### config.mk
export PLATFORM = sky130hd
export DESIGN_NAME = axi_stream_split_multi_channel
export DESIGN_NICKNAME = d
export VERILOG_FILES = /design/src/rtl/axi_stream_split_multi_channel.sv
export SDC_FILE = /design/constraint.sdc
export NUM_CORES = 1
export LEC_CHECK = 0
export CORE_ASPECT_RATIO = 0.7
export CORE_UTILIZATION = 53
export CTS_CLUSTER_DIAMETER = 150
export DETAILED_ROUTE_END_ITERATION = 8
export GPL_ROUTABILITY_DRIVEN = 0
export PLACE_DENSITY_LB_ADDON = 0.3
export SLEW_MARGIN = 30
export SYNTH_ARGS = -nofsm -noshare
export SYNTH_HDL_FRONTEND = slang
export SYNTH_SLANG_ARGS = --single-unit
### constraint.sdc
create_clock -name aclk -period 6.1 [get_ports aclk]
set_input_delay 1.22 -clock aclk [delete_from_list [all_inputs] [get_ports aclk]]
set_output_delay 1.22 -clock aclk [all_outputs]
set_load 0.01 [all_outputs]
### src/rtl/axi_stream_split_multi_channel.sv
// Splits each AXI-stream packet into up to NUM consecutive segments, one per output channel.
// Zero-latency pass-through; a tlast is inserted at every segment boundary.
module axi_stream_split_multi_channel #(
    parameter int NUM   = 2,
    parameter int DSIZE = 8,
    parameter int KSIZE = 1,
    parameter int USIZE = 1,
    parameter int LSIZE = 16
) (
    input  logic                   aclk,
    input  logic                   aresetn,
    input  logic [NUM*LSIZE-1:0]   split_len,
    input  logic [DSIZE-1:0]       origin_tdata,
    input  logic [KSIZE-1:0]       origin_tkeep,
    input  logic [USIZE-1:0]       origin_tuser,
    input  logic                   origin_tvalid,
    input  logic                   origin_tlast,
    output logic                   origin_tready,
    output logic [NUM*DSIZE-1:0]   out_tdata,
    output logic [NUM*KSIZE-1:0]   out_tkeep,
    output logic [NUM*USIZE-1:0]   out_tuser,
    output logic [NUM-1:0]         out_tvalid,
    output logic [NUM-1:0]         out_tlast,
    input  logic [NUM-1:0]         out_tready,
    output logic                   short_pkt
);

    localparam int              CW      = (NUM > 1) ? $clog2(NUM) : 1;
    localparam logic [CW-1:0]   LAST_CH = CW'(NUM - 1);
    localparam logic [LSIZE-1:0] CNT_MAX = '1;

    function automatic logic [LSIZE-1:0] norm_len(input logic [LSIZE-1:0] l);
        return (l == '0) ? LSIZE'(1) : l;
    endfunction

    function automatic logic [LSIZE-1:0] sat_inc(input logic [LSIZE-1:0] c);
        return (c == CNT_MAX) ? c : c + LSIZE'(1);
    endfunction

    logic [CW-1:0]        ch;
    logic [LSIZE-1:0]     cnt;
    logic [NUM*LSIZE-1:0] len_q;
    logic [NUM*LSIZE-1:0] eff_len;
    logic [LSIZE-1:0]     seg_len [NUM];
    logic                 first;
    logic                 acc;
    logic                 seg_end;

    // A packet starts whenever the pointer is back at channel 0 with an empty count;
    // only then are the live lengths used, afterwards the latched copy.
    assign first   = (ch == '0) && (cnt == '0);
    assign eff_len = first ? split_len : len_q;

    always_comb begin
        for (int i = 0; i < NUM; i++) begin
            seg_len[i] = norm_len(eff_len[i*LSIZE +: LSIZE]);
        end
    end

    assign seg_end       = (ch != LAST_CH) && (cnt == seg_len[ch] - LSIZE'(1));
    assign origin_tready = out_tready[ch];
    assign acc           = origin_tvalid & origin_tready;

    assign out_tdata = {NUM{origin_tdata}};
    assign out_tkeep = {NUM{origin_tkeep}};
    assign out_tuser = {NUM{origin_tuser}};

    always_comb begin
        out_tvalid     = '0;
        out_tlast      = '0;
        out_tvalid[ch] = origin_tvalid & aresetn;
        out_tlast[ch]  = origin_tlast | seg_end;
    end

    always_ff @(posedge aclk or negedge aresetn) begin
        if (!aresetn) begin
            ch        <= '0;
            cnt       <= '0;
            len_q     <= '0;
            short_pkt <= 1'b0;
        end else begin
            short_pkt <= 1'b0;
            if (acc) begin
                if (first) begin
                    len_q <= split_len;
                end
                // Packet end wins over a coincident segment end: one tlast, restart at ch 0.
                if (origin_tlast) begin
                    ch        <= '0;
                    cnt       <= '0;
                    short_pkt <= (ch != LAST_CH);
                end else if (seg_end) begin
                    ch  <= ch + CW'(1);
                    cnt <= '0;
                end else begin
                    cnt <= sat_inc(cnt);
                end
            end
        end
    end

endmodule

==> impl_metrics.yaml, run 1 <==
outcome:
  status: "complete, no violations"
placement:
  hpwl_after_dpl_um: 7310
  dpl_cell_area_um2: 4200
  place.port_buffers: 43
  dp_worst_setup_slack_ns: -0.0353
cells_and_area:
  final_cell_mix: "sky130_fd_sc_hd__dfrtp_1 (49), sky130_fd_sc_hd__clkdlybuf4s50_1 (41), sky130_fd_sc_hd__mux2_2 (35)"
  antenna_cell_count: 0
  nNetsFinal: 472
  final_area_um2: 4280
  final_core_util_pct: 62.8
  syn2layout_area_growth_pct: 13.7
  layout.cells.most_common: "sky130_fd_sc_hd__dfrtp_1"
  post_route_cells_drive_above_1_share_pct: 21.1
setup_path:
  max_stage_delay_ns: 0.48
  arrival_ns: 4.63
  crit-reg2reg-launch: "cnt[0]"
  path_common_cell: "sky130_fd_sc_hd__or4_1"
  setup.worst_path.class: "in2out"
  timing.critical_path.fanout_max: 5
  crit_required_ns: 4.88
  worst_path_dominant_cell_family: "simple AND/OR/NAND/NOR gates"
  r2r_end: "cnt[1]"
  critPathLaunch: "split_len[8]"
  ff2ff_setup_slack_ns: 1.77
  critical_path_buf_inv_count: 3
  cp_cell_sequence: "clkdlybuf4s50_1 -> or4_1 -> nor4_1 -> buf_4 -> a311o_1 -> nand3_1 -> ha_1 -> nand3_2 -> or2_2 -> or4_1 -> a211oi_1 -> and4_1 -> a21oi_1 -> nor2_1 -> dlygate4sd2_1"
  r2r_cells: 17
  kind_of_end_point_of_the_critical_path: "primary output"
  critical_path.slowest_cell: "sky130_fd_sc_hd__clkdlybuf4s50_1"
  setup.worst_path.start_class: "input port"
route:
  vias: 3167
  drt_first_iter_violations: 257
  route.detailed.drc: 0
  first_pass_iters: 5
  final_antenna_net_count: 0
  detailed_route_wire_length_um: 9510
  detail_route.vias_per_cell: 6.14
  drt-wirelength-per-cell_um: 18.4
grt:
  grt_antenna_before_repair: 1
  grtUsageTotal_pct: 27.6
  grt_first_pass_wirelength_um: 15700
  grt_busiest_layer: "met1"
  first_global_vias: 3146
  grt.met2_usage_pct: 39.1
  gr-usage-met1_pct: 42.2
  groute.layer.met3.usage_pct: 5.68
  gr-total-overflow: 0
  grt_max_degree: 51
floorplanning:
  die-width_um: 103
  floorplan.die_area_um2: 7450
  start_util_pct: 55.2
  fp.dieH_um: 72.5
  num_io_pins: 74
  placement_rows: 25
  core_um2: 6820
synth:
  number_of_standard_cells_after_synthesis: 391
  netlist_area_um2: 3760
  synth_ff_type: "sky130_fd_sc_hd__dfrtp_1"
  synth_fp_nets: 442
  netlist-cell-type-count: 69
  synth-edff-count: 0
  avgSynthCellArea_um2: 9.63
  synth.yosys.warnings: 0
  synth-seq-cells: 50
  synth_async_sr_flop_share_pct: 100
  yosysSeqAreaShare_pct: 33.2
sta:
  setup_repair_after_global_routing_missed_its_margin: "no"
  hold_violations: 0
  final.hold.worst_slack_ns: 0.533
  timing.final.max_slew_violations: 0
  worst_slew_margin_relative_to_its_limit_pct: 52.6
  worst_pin_slew_ns: 0.702
  setup_violations: 0
  final.setup_skew_ns: 0.00585
  fmax_ghz: 0.171
  worst_slack_ns: 0.251
  final.min_clock_period_ns: 5.85
  final_period_utilization_pct: 95.9
power:
  power_leakage_nw: 1.65
  ir_worst_vdd_uv: 186
  internal-power_mw: 1.03
  power.share.switching_pct: 42.8
  power.switching_uw: 769
  seqPwrFrac_pct: 32.9
  overall_power_mw: 1.80
  clock_power_share_pct: 10.6
  p_per_area_nw_per_um2: 420
  power.combinational.fraction_pct: 56.5
cts:
  cts_sinks: 50
  insertion_delay_ns: 0.30
  clock_tree.root_cell: "sky130_fd_sc_hd__clkbuf_8"
  cts.reportedPaths.clkPinSlew_ns: 0.09
  holdBufCountCts: 0
  htreeDepth: 2
  cts_inserted_buffers: 5
  number_of_buffers_on_the_longest_clock_path: 2
  cts_tree: "built"
run:
  max_cap_violations: 0
hold_path:
  hp-class: "reg2reg"
  hold_end: "len_q[16]"
  timing.hold.worst_path_depth: 1
  hold_path_startpoint: "len_q[16]"
-- stage by stage --
step	setup TNS [ns]	std cells
after global placement	0	508
after floorplan	0	391
final	0	516
after CTS	0	516
after detailed placement	-0.0353	508
after global routing	0	516
-- state kept, by name (all words and copies together) (netlist names) --
register and cells:
ch 1, cnt 16, len_q 32, short_pkt 1
-- power groups by stage --
stage	Combinational, mW	Sequential, mW	Clock [mW]
floorplan	0.792	0.536	0
global placement	0.970	0.584	0
detailed placement	0.987	0.592	0
CTS	1.00	0.585	0.195
global route	1.11	0.604	0.208
finish	1.02	0.591	0.190
-- routing by layer --
metal  part of all wire (%)  vias up
li1                       -     1475
met1                     48     1533
met2                     40      135
met3                     10       24
met4                    1.6        0
met5                      0        -
-- cell usage after synthesis, types with 3 or more instances --
cell / count / area (um2)
sky130_fd_sc_hd__a211oi_1: 3 / 22.5
sky130_fd_sc_hd__nor3_1: 13 / 65.1
sky130_fd_sc_hd__mux2_2: 35 / 394
sky130_fd_sc_hd__nand4_1: 6 / 37.5
sky130_fd_sc_hd__and2_1: 3 / 18.8
sky130_fd_sc_hd__mux2i_1: 16 / 160
sky130_fd_sc_hd__a21oi_2: 10 / 87.6
sky130_fd_sc_hd__nand3_1: 13 / 65.1
sky130_fd_sc_hd__o21ai_0: 7 / 35.0
sky130_fd_sc_hd__nand2_1: 22 / 82.6
sky130_fd_sc_hd__o311ai_0: 6 / 52.6
sky130_fd_sc_hd__or4_1: 5 / 37.5
sky130_fd_sc_hd__xor2_1: 10 / 87.6
sky130_fd_sc_hd__or3_1: 4 / 25.0
sky130_fd_sc_hd__buf_1: 3 / 11.3
sky130_fd_sc_hd__nor2_1: 29 / 109
sky130_fd_sc_hd__ha_1: 3 / 37.5
sky130_fd_sc_hd__inv_1: 11 / 41.3
sky130_fd_sc_hd__nand2b_1: 4 / 25.0
sky130_fd_sc_hd__nor4_1: 13 / 81.3
sky130_fd_sc_hd__xnor2_1: 24 / 210
sky130_fd_sc_hd__dfrtp_1: 50 / 1250
sky130_fd_sc_hd__nor3b_1: 4 / 30.0
sky130_fd_sc_hd__buf_2: 4 / 20.0
sky130_fd_sc_hd__clkbuf_1: 9 / 33.8
sky130_fd_sc_hd__buf_4: 21 / 158
sky130_fd_sc_hd__a21oi_1: 10 / 50.1
sky130_fd_sc_hd__a31oi_1: 3 / 18.8
-- cell families (layout without fill, tap and decap cells) --
family,Yosys count,count (layout),share of synthesized area (%)
AND/OR/NAND/NOR,131,131,19.4
AO/OA/AOI/OAI,69,69,14.8
multiplexers,52,52,15.3
buffers and inverters,52,83,8.27
flip-flops,50,50,33.2
XOR/XNOR,34,34,7.91
adder cells (fa/ha/maj),3,3,0.997
-- worst max path at each step --
stage / endpoint / slack (ns) / depth (start not counted)
floorplan: out_tlast[0] / 0.85 / 16
global placement: out_tlast[0] / 0.09 / 15
detailed placement: out_tlast[0] / -0.04 / 15
CTS: out_tlast[0] / 0.26 / 15
global route: out_tlast[0] / 0.06 / 16
finish: out_tlast[0] / 0.25 / 15
-- worst register-to-register path, delay by kind of cell, from the launching register on --
kind                     cells  cell delay [ns]
buffers and inverters        3             0.54
adder cells (fa/ha/maj)      2             0.40
AO/OA/AOI/OAI                7             1.53
AND/OR/NAND/NOR              5             1.25
flip-flops                   1             0.49
-- what timing repair did --
action                                  4_1_cts  5_1_grt
endpoints found under the hold margin         0        0
endpoints found under the setup margin        1        0
resized for setup                             2        0
setup buffers                                 0        0
-- final cells by class --
type                            count  area, um2
Fill cell                         610       2540
Multi-Input combinational cell    289       2210
Sequential cell                    50       1250
Timing Repair Buffer               64        582
Tap cell                           94        118
Clock buffer                        8       80.1
Inverter                           11       41.3
(Power assumes the default switching activity.)
==> inputs of run 2 (changes only) <==
--- a/config.mk
+++ b/config.mk
@@ -10,7 +10,8 @@
 export CTS_CLUSTER_DIAMETER = 150
 export DETAILED_ROUTE_END_ITERATION = 8
 export GPL_ROUTABILITY_DRIVEN = 0
-export PLACE_DENSITY_LB_ADDON = 0.3
+export HOLD_SLACK_MARGIN = 0.05
+export PLACE_DENSITY = 0.82
 export SLEW_MARGIN = 30
 export SYNTH_ARGS = -nofsm -noshare
 export SYNTH_HDL_FRONTEND = slang
==> impl_metrics.yaml, run 2 (synthesized netlist as in run 1, its figures left out) <==
outcome:
  status: "complete, no violations"
route:
  detail_route.vias_per_cell: 6.32
  drt-wirelength-per-cell_um: 18.9
  route.detailed.drc: 0
  vias: 3241
  first_pass_iters: 6
  detailed_route_wire_length_um: 9710
  drt_first_iter_violations: 348
  final_antenna_net_count: 0
power:
  internal-power_mw: 1.07
  power.combinational.fraction_pct: 55.4
  power.share.switching_pct: 42.7
  power.switching_uw: 799
  ir_worst_vdd_uv: 246
  clock_power_share_pct: 12.8
  power_leakage_nw: 1.65
  p_per_area_nw_per_um2: 435
  seqPwrFrac_pct: 31.8
cells_and_area:
  syn2layout_area_growth_pct: 14.1
  fillerInstances: 583
  final_core_util_pct: 63.0
  register_area_um2: 1250
  regMostFlops: "len_q"
  nNetsFinal: 469
  antenna_cell_count: 0
  total_area_of_multi_input_combinational_cells_um2: 2220
  post_route_cells_drive_above_1_share_pct: 21.5
  layout.cells.most_common: "sky130_fd_sc_hd__dfrtp_1"
  largestRegisters: "len_q x32, cnt x16"
  largest_register_ff_count: 32
  final_cell_mix: "sky130_fd_sc_hd__dfrtp_1 (49), sky130_fd_sc_hd__clkdlybuf4s50_1 (41), sky130_fd_sc_hd__mux2_2 (35)"
setup_path:
  arrival_ns: 4.63
  timing.critical_path.fanout_max: 6
  kind_of_end_point_of_the_critical_path: "primary output"
  max_stage_delay_ns: 0.48
  setup.worst_path.start_class: "input port"
  crit_required_ns: 4.88
  worst_path_dominant_cell_family: "simple AND/OR/NAND/NOR gates"
  critical_path_buf_inv_count: 3
  cp_cell_sequence: "clkdlybuf4s50_1 -> or4_1 -> nor4_1 -> buf_4 -> a311o_1 -> nand3_1 -> ha_2 -> nand3_4 -> or2_2 -> or4_1 -> a211oi_1 -> and4_1 -> a21oi_1 -> nor2_1 -> dlygate4sd2_1"
  critical_path.slowest_cell: "sky130_fd_sc_hd__clkdlybuf4s50_1"
  setup.worst_path.class: "in2out"
  path_common_cell: "sky130_fd_sc_hd__or4_1"
grt:
  first_global_vias: 3067
  gr-total-overflow: 0
  grtUsageTotal_pct: 27.8
  grt.met2_usage_pct: 39.6
  grt_max_degree: 51
  gr-usage-met1_pct: 40.6
  grt_antenna_before_repair: 0
  groute.layer.met3.usage_pct: 9.44
  grt_first_pass_wirelength_um: 15700
  grt_busiest_layer: "met1"
floorplanning:
  num_io_pins: 74
  die-width_um: 103
  floorplan.die_area_um2: 7450
  core_um2: 6820
  placement_rows: 25
  start_util_pct: 55.2
  fp.dieH_um: 72.5
sta:
  setup_repair_after_global_routing_missed_its_margin: "no"
  final.setup_skew_ns: 0.00618
  timing.final.max_slew_violations: 0
  worst_slack_ns: 0.249
  hold_violations: 0
  worst_slew_margin_relative_to_its_limit_pct: 54.8
  setup_violations: 0
  fmax_ghz: 0.171
  final.min_clock_period_ns: 5.85
  worst_pin_slew_ns: 0.669
  setup-tns-final_ns: 0
  final_period_utilization_pct: 95.9
placement:
  place.port_buffers: 43
  hpwl_after_dpl_um: 7220
  dp_worst_setup_slack_ns: -0.0732
run:
  max_cap_violations: 0
cts:
  cts_post_setup_buffers_inserted: 0
  cts_inserted_buffers: 5
  cts_tree: "built"
  number_of_buffers_on_the_longest_clock_path: 2
  htreeDepth: 2
  holdBufCountCts: 0
  clock_tree.root_cell: "sky130_fd_sc_hd__clkbuf_8"
  cts_sinks: 50
  insertion_delay_ns: 0.31
  cts.reportedPaths.clkPinSlew_ns: 0.09
hold_path:
  hp-class: "reg2reg"
==> run 2: changes by cell type in the layout (fill, tap and decap cells not counted) <==
cell / change
sky130_fd_sc_hd__buf_4: -3
sky130_fd_sc_hd__bufinv_16: +1
sky130_fd_sc_hd__clkbuf_1: -3
sky130_fd_sc_hd__clkinv_2: +2
sky130_fd_sc_hd__ha_1: -1
sky130_fd_sc_hd__ha_2: +1
sky130_fd_sc_hd__nand3_2: -1
sky130_fd_sc_hd__nand3_4: +1
==> run 2: final cells by class <==
| type | count | area share [%] |
|---|---|---|
| inverter | 11 | 0.961 |
| tap | 94 | 2.74 |
| multi-input combinational | 289 | 51.6 |
| clock buffer | 5 | 1.60 |
| clock inverter | 3 | 0.932 |
| sequential | 50 | 29.1 |
| timing repair buffer | 61 | 13.0 |
==> run 2: per-stage QoR <==
stage	hold WS [ns]	power [mW]	instances	cell area (um2)
after floorplan	0.485	1.33	391	3760
after global placement	0.514	1.54	505	4170
after detailed placement	0.524	1.57	505	4170
after CTS	0.544	1.82	513	4290
after global routing	0.563	1.98	513	4300
final	0.539	1.87	513	4300
==> run 2: power by group through the flow <==
stage | clock network [mW] | logic, mW | registers [mW]
CTS | 0.237 | 0.998 | 0.584
floorplan | 0 | 0.792 | 0.536
global placement | 0 | 0.961 | 0.584
detailed placement | 0 | 0.983 | 0.590
global route | 0.256 | 1.11 | 0.605
finish | 0.240 | 1.04 | 0.594
==> run 2: path summary, 6_finish.rpt <==
check / endpoint / startpoint / cells after the start / slack (ns)
max in group asynchronous: ch / aresetn / 2 / 4.52
min in group asynchronous: len_q[6] / aresetn / 2 / 1.12
setup / recovery: out_tlast[0] / split_len[8] / 15 / 0.25
hold reg to reg: len_q[22] / len_q[22] / 1 / 0.54
hold / removal: len_q[22] / len_q[22] / 1 / 0.54
setup reg to reg: cnt[1] / cnt[0] / 13 / 1.77
==> run 2: repair_timing <==
item | in CTS | in global routing
endpoints found under the setup margin | 1 | 1
pin swaps | 0 | 1
resized for setup | 2 | 2
==> run 2: worst reg2reg max path: stages (launching register included) <==
cell and delay [ns]:
sky130_fd_sc_hd__dfrtp_1 0.47, sky130_fd_sc_hd__inv_1 0.13, sky130_fd_sc_hd__ha_1 0.15, sky130_fd_sc_hd__or4b_4 0.50
sky130_fd_sc_hd__nor4_4 0.51, sky130_fd_sc_hd__mux2i_1 0.33, sky130_fd_sc_hd__nand2_1 0.20, sky130_fd_sc_hd__or2_2 0.36
sky130_fd_sc_hd__or4_1 0.48, sky130_fd_sc_hd__a211oi_1 0.24, sky130_fd_sc_hd__and4_1 0.27, sky130_fd_sc_hd__buf_4 0.14
sky130_fd_sc_hd__a21o_4 0.25, sky130_fd_sc_hd__o221ai_1 0.17
==> run 2: layer usage <==
layer / up-vias / wire, um
met2: 175 / 3920
met3: 33 / 969
met1: 1560 / 4600
met4: 0 / 220
li1: 1473 / -
met5: - / 0
==> inputs of run 3 (changes only) <==
--- a/config.mk
+++ b/config.mk
@@ -5,9 +5,11 @@
 export SDC_FILE = /design/constraint.sdc
 export NUM_CORES = 1
 export LEC_CHECK = 0
+export ABC_AREA = 1
 export CORE_ASPECT_RATIO = 0.7
-export CORE_UTILIZATION = 53
+export CORE_UTILIZATION = 54
 export CTS_CLUSTER_DIAMETER = 150
+export CTS_CLUSTER_SIZE = 28
 export DETAILED_ROUTE_END_ITERATION = 8
 export GPL_ROUTABILITY_DRIVEN = 0
 export HOLD_SLACK_MARGIN = 0.05
==> impl_metrics.yaml, run 3 <==
synth:
  synth_ff_type: "sky130_fd_sc_hd__dfrtp_1"
  synth_fp_nets: 693
  netlist_area_um2: 4150
  synth-edff-count: 0
  yosysSeqAreaShare_pct: 30.1
  yosysTopAreaCellShare_pct: 30.1
  avgSynthCellArea_um2: 6.47
  ranking_of_synthesized_cells_by_area: "sky130_fd_sc_hd__dfrtp_1 (30%), sky130_fd_sc_hd__nand2_1 (17%), sky130_fd_sc_hd__nor2_1 (9.7%)"
  synth_async_sr_flop_share_pct: 100
  synth_top_cells_by_count: "sky130_fd_sc_hd__nand2_1 (190), sky130_fd_sc_hd__nor2_1 (107), sky130_fd_sc_hd__nand3_1 (76)"
  cell_type_contributing_the_most_total_cell_area_after_synthesis: "sky130_fd_sc_hd__dfrtp_1"
  synth-seq-cells: 50
  synth.yosys.warnings: 0
  post-synth-top-count-cell: "sky130_fd_sc_hd__nand2_1"
  netlist-cell-type-count: 32
  number_of_standard_cells_after_synthesis: 642
cells_and_area:
  syn2layout_area_growth_pct: 10.5
  final_core_util_pct: 62.1
  largest_register_ff_count: 32
  nNetsFinal: 698
  largestRegisters: "len_q x32, cnt x16"
  post_route_cells_drive_above_1_share_pct: 6.64
  final_cell_count_no_fill: 746
  final_cell_mix: "sky130_fd_sc_hd__nand2_1 (190), sky130_fd_sc_hd__nor2_1 (106), sky130_fd_sc_hd__nand3_1 (76)"
  layout.cells.most_common: "sky130_fd_sc_hd__nand2_1"
  antenna_cell_count: 0
  fillerInstances: 666
  regMostFlops: "len_q"
  final_area_um2: 4590
route:
  first_pass_iters: 5
  detailed_route_wire_length_um: 10800
  drt_first_iter_violations: 523
  detail_route.vias_per_cell: 5.61
  drt-wirelength-per-cell_um: 14.5
  final_antenna_net_count: 0
  vias: 4188
  route.detailed.drc: 0
power:
  ir_worst_vdd_uv: 232
  power.switching_mw: 1.17
  p_per_area_nw_per_um2: 496
  power.combinational.fraction_pct: 64.2
  power_leakage_nw: 2.21
  internal-power_mw: 1.11
  seqPwrFrac_pct: 22.8
  clock_power_share_pct: 13.0
  power.share.switching_pct: 51.2
setup_path:
  crit-reg2reg-launch: "cnt[14]"
  setup.worst_path.class: "reg2out"
  arrival_ns: 4.45
  r2r_cells: 25
  setup.worst_path.start_class: "register"
  max_stage_delay_ns: 0.55
  ff2ff_setup_slack_ns: 1.50
  kind_of_end_point_of_the_critical_path: "primary output"
  crit_required_ns: 4.88
  timing.critical_path.fanout_max: 31
  path_common_cell: "sky130_fd_sc_hd__nand2_1"
  r2r_end: "cnt[6]"
  critical_path.slowest_cell: "sky130_fd_sc_hd__clkdlybuf4s50_1"
grt:
  grt_antenna_before_repair: 0
  grtUsageTotal_pct: 28.2
  grt.met2_usage_pct: 44.4
  grt_first_pass_wirelength_um: 17900
  groute.layer.met3.usage_pct: 4.88
  grt_max_degree: 79
  gr-usage-met1_pct: 40.7
  first_global_vias: 3781
  gr-total-overflow: 0
  grt_busiest_layer: "met2"
floorplanning:
  num_io_pins: 74
  core_um2: 7380
  fp.dieH_um: 75.4
  placement_rows: 26
  die-width_um: 107
  start_util_pct: 56.2
  floorplan.die_area_um2: 8050
cts:
  cts_tree: "built"
  cts.reportedPaths.clkPinSlew_ns: 0.10
  insertion_delay_ns: 0.32
  clock_tree.root_cell: "sky130_fd_sc_hd__clkbuf_8"
  number_of_buffers_on_the_longest_clock_path: 2
  cts_inserted_buffers: 5
  cts_sinks: 50
  htreeDepth: 2
  holdBufCountCts: 0
sta:
  final.setup_skew_ns: 0.0147
  timing.final.max_slew_violations: 0
  setup_violations: 0
  final_period_utilization_pct: 93.0
  setup_repair_after_global_routing_missed_its_margin: "no"
  setup-tns-final_ns: 0
  fmax_ghz: 0.176
  worst_slew_margin_relative_to_its_limit_pct: 48.6
  worst_pin_slew_ns: 0.771
  final.min_clock_period_ns: 5.67
  hold_violations: 0
  worst_slack_ns: 0.425
outcome:
  status: "complete, no violations"
placement:
  dpl_cell_area_um2: 4400
  placed_cells: 734
  hpwl_after_dpl_um: 7760
  dp_worst_setup_slack_ns: 0.672
  place.port_buffers: 43
hold_path:
  timing.hold.worst_path_depth: 2
  hold_end: "len_q[1]"
  hp-class: "reg2reg"
  hold_path_startpoint: "len_q[1]"
run:
  max_cap_violations: 0
-- run 3: layer usage --
metal	wire length, um	share of wire (%)	vias to the layer above
li1	-	-	2025
met5	0	0	-
met2	4750	44	194
met4	121	1.1	0
met3	882	8.2	18
met1	5050	47	1951
-- run 3: repair_timing --
item                                    4_1_cts  5_1_grt
endpoints found under the setup margin        0        1
gates resized for setup                       0        1
buffers inserted                              0        3
-- run 3: critical path, delay by kind of cell, from the launching register on --
| family | cells | cell delay (ns) |
|---|---|---|
| and+or+nand+nor | 21 | 2.50 |
| buffers and inverters | 3 | 0.78 |
| DFF | 1 | 0.49 |
| adders and majority gates | 1 | 0.20 |
| xor gates and xnor gates | 1 | 0.16 |
-- run 3: stage by stage --
stage	total power, mW	hold WS, ns
2_1_floorplan	1.65	0.453
3_3_place_gp	1.87	0.472
3_5_place_dp	1.91	0.513
4_1_cts	2.21	0.531
5_1_grt	2.49	0.551
6_report	2.27	0.521
-- run 3: layout make-up --
type / instances / area [um2] / area share [%]
well taps: 98 / 123 / 2.67
flip-flops and latches: 50 / 1250 / 27.3
multi-input cells: 490 / 2400 / 52.4
clock inverters: 2 / 60.1 / 1.31
inverters: 50 / 188 / 4.09
repair buffers: 50 / 478 / 10.4
clock buffers: 6 / 82.6 / 1.80
-- run 3: power groups by stage --
| stage | registers (mW) | logic [mW] | clock network, mW |
|---|---|---|---|
| 2_1_floorplan | 0.500 | 1.15 | 0 |
| 3_3_place_gp | 0.513 | 1.35 | 0 |
| 3_5_place_dp | 0.522 | 1.39 | 0 |
| 4_1_cts | 0.516 | 1.40 | 0.297 |
| 5_1_grt | 0.533 | 1.65 | 0.312 |
| 6_report | 0.518 | 1.46 | 0.296 |
-- run 3: worst max path at each step --
| stage | end | slack, ns | start | cells past startpoint |
|---|---|---|---|---|
| after floorplan | out_tlast[0] | 1.76 | split_len[17] | 20 |
| after global placement | out_tlast[0] | 0.70 | split_len[1] | 18 |
| after detailed placement | out_tlast[0] | 0.67 | cnt[1] | 29 |
| after CTS | out_tlast[0] | 0.31 | cnt[1] | 29 |
| after global routing | out_tlast[0] | 0.06 | cnt[1] | 27 |
| final | out_tlast[0] | 0.43 | cnt[14] | 26 |
-- run 3: logic make-up after synthesis --
group           count (synthesis)  synth area share [%]
buf+inv                       103                  12.6
simple gates                  413                  43.3
flops                          50                  30.1
compound gates                 40                  5.79
xor+xnor                       33                  7.29
fa+ha+maj                       3                 0.904
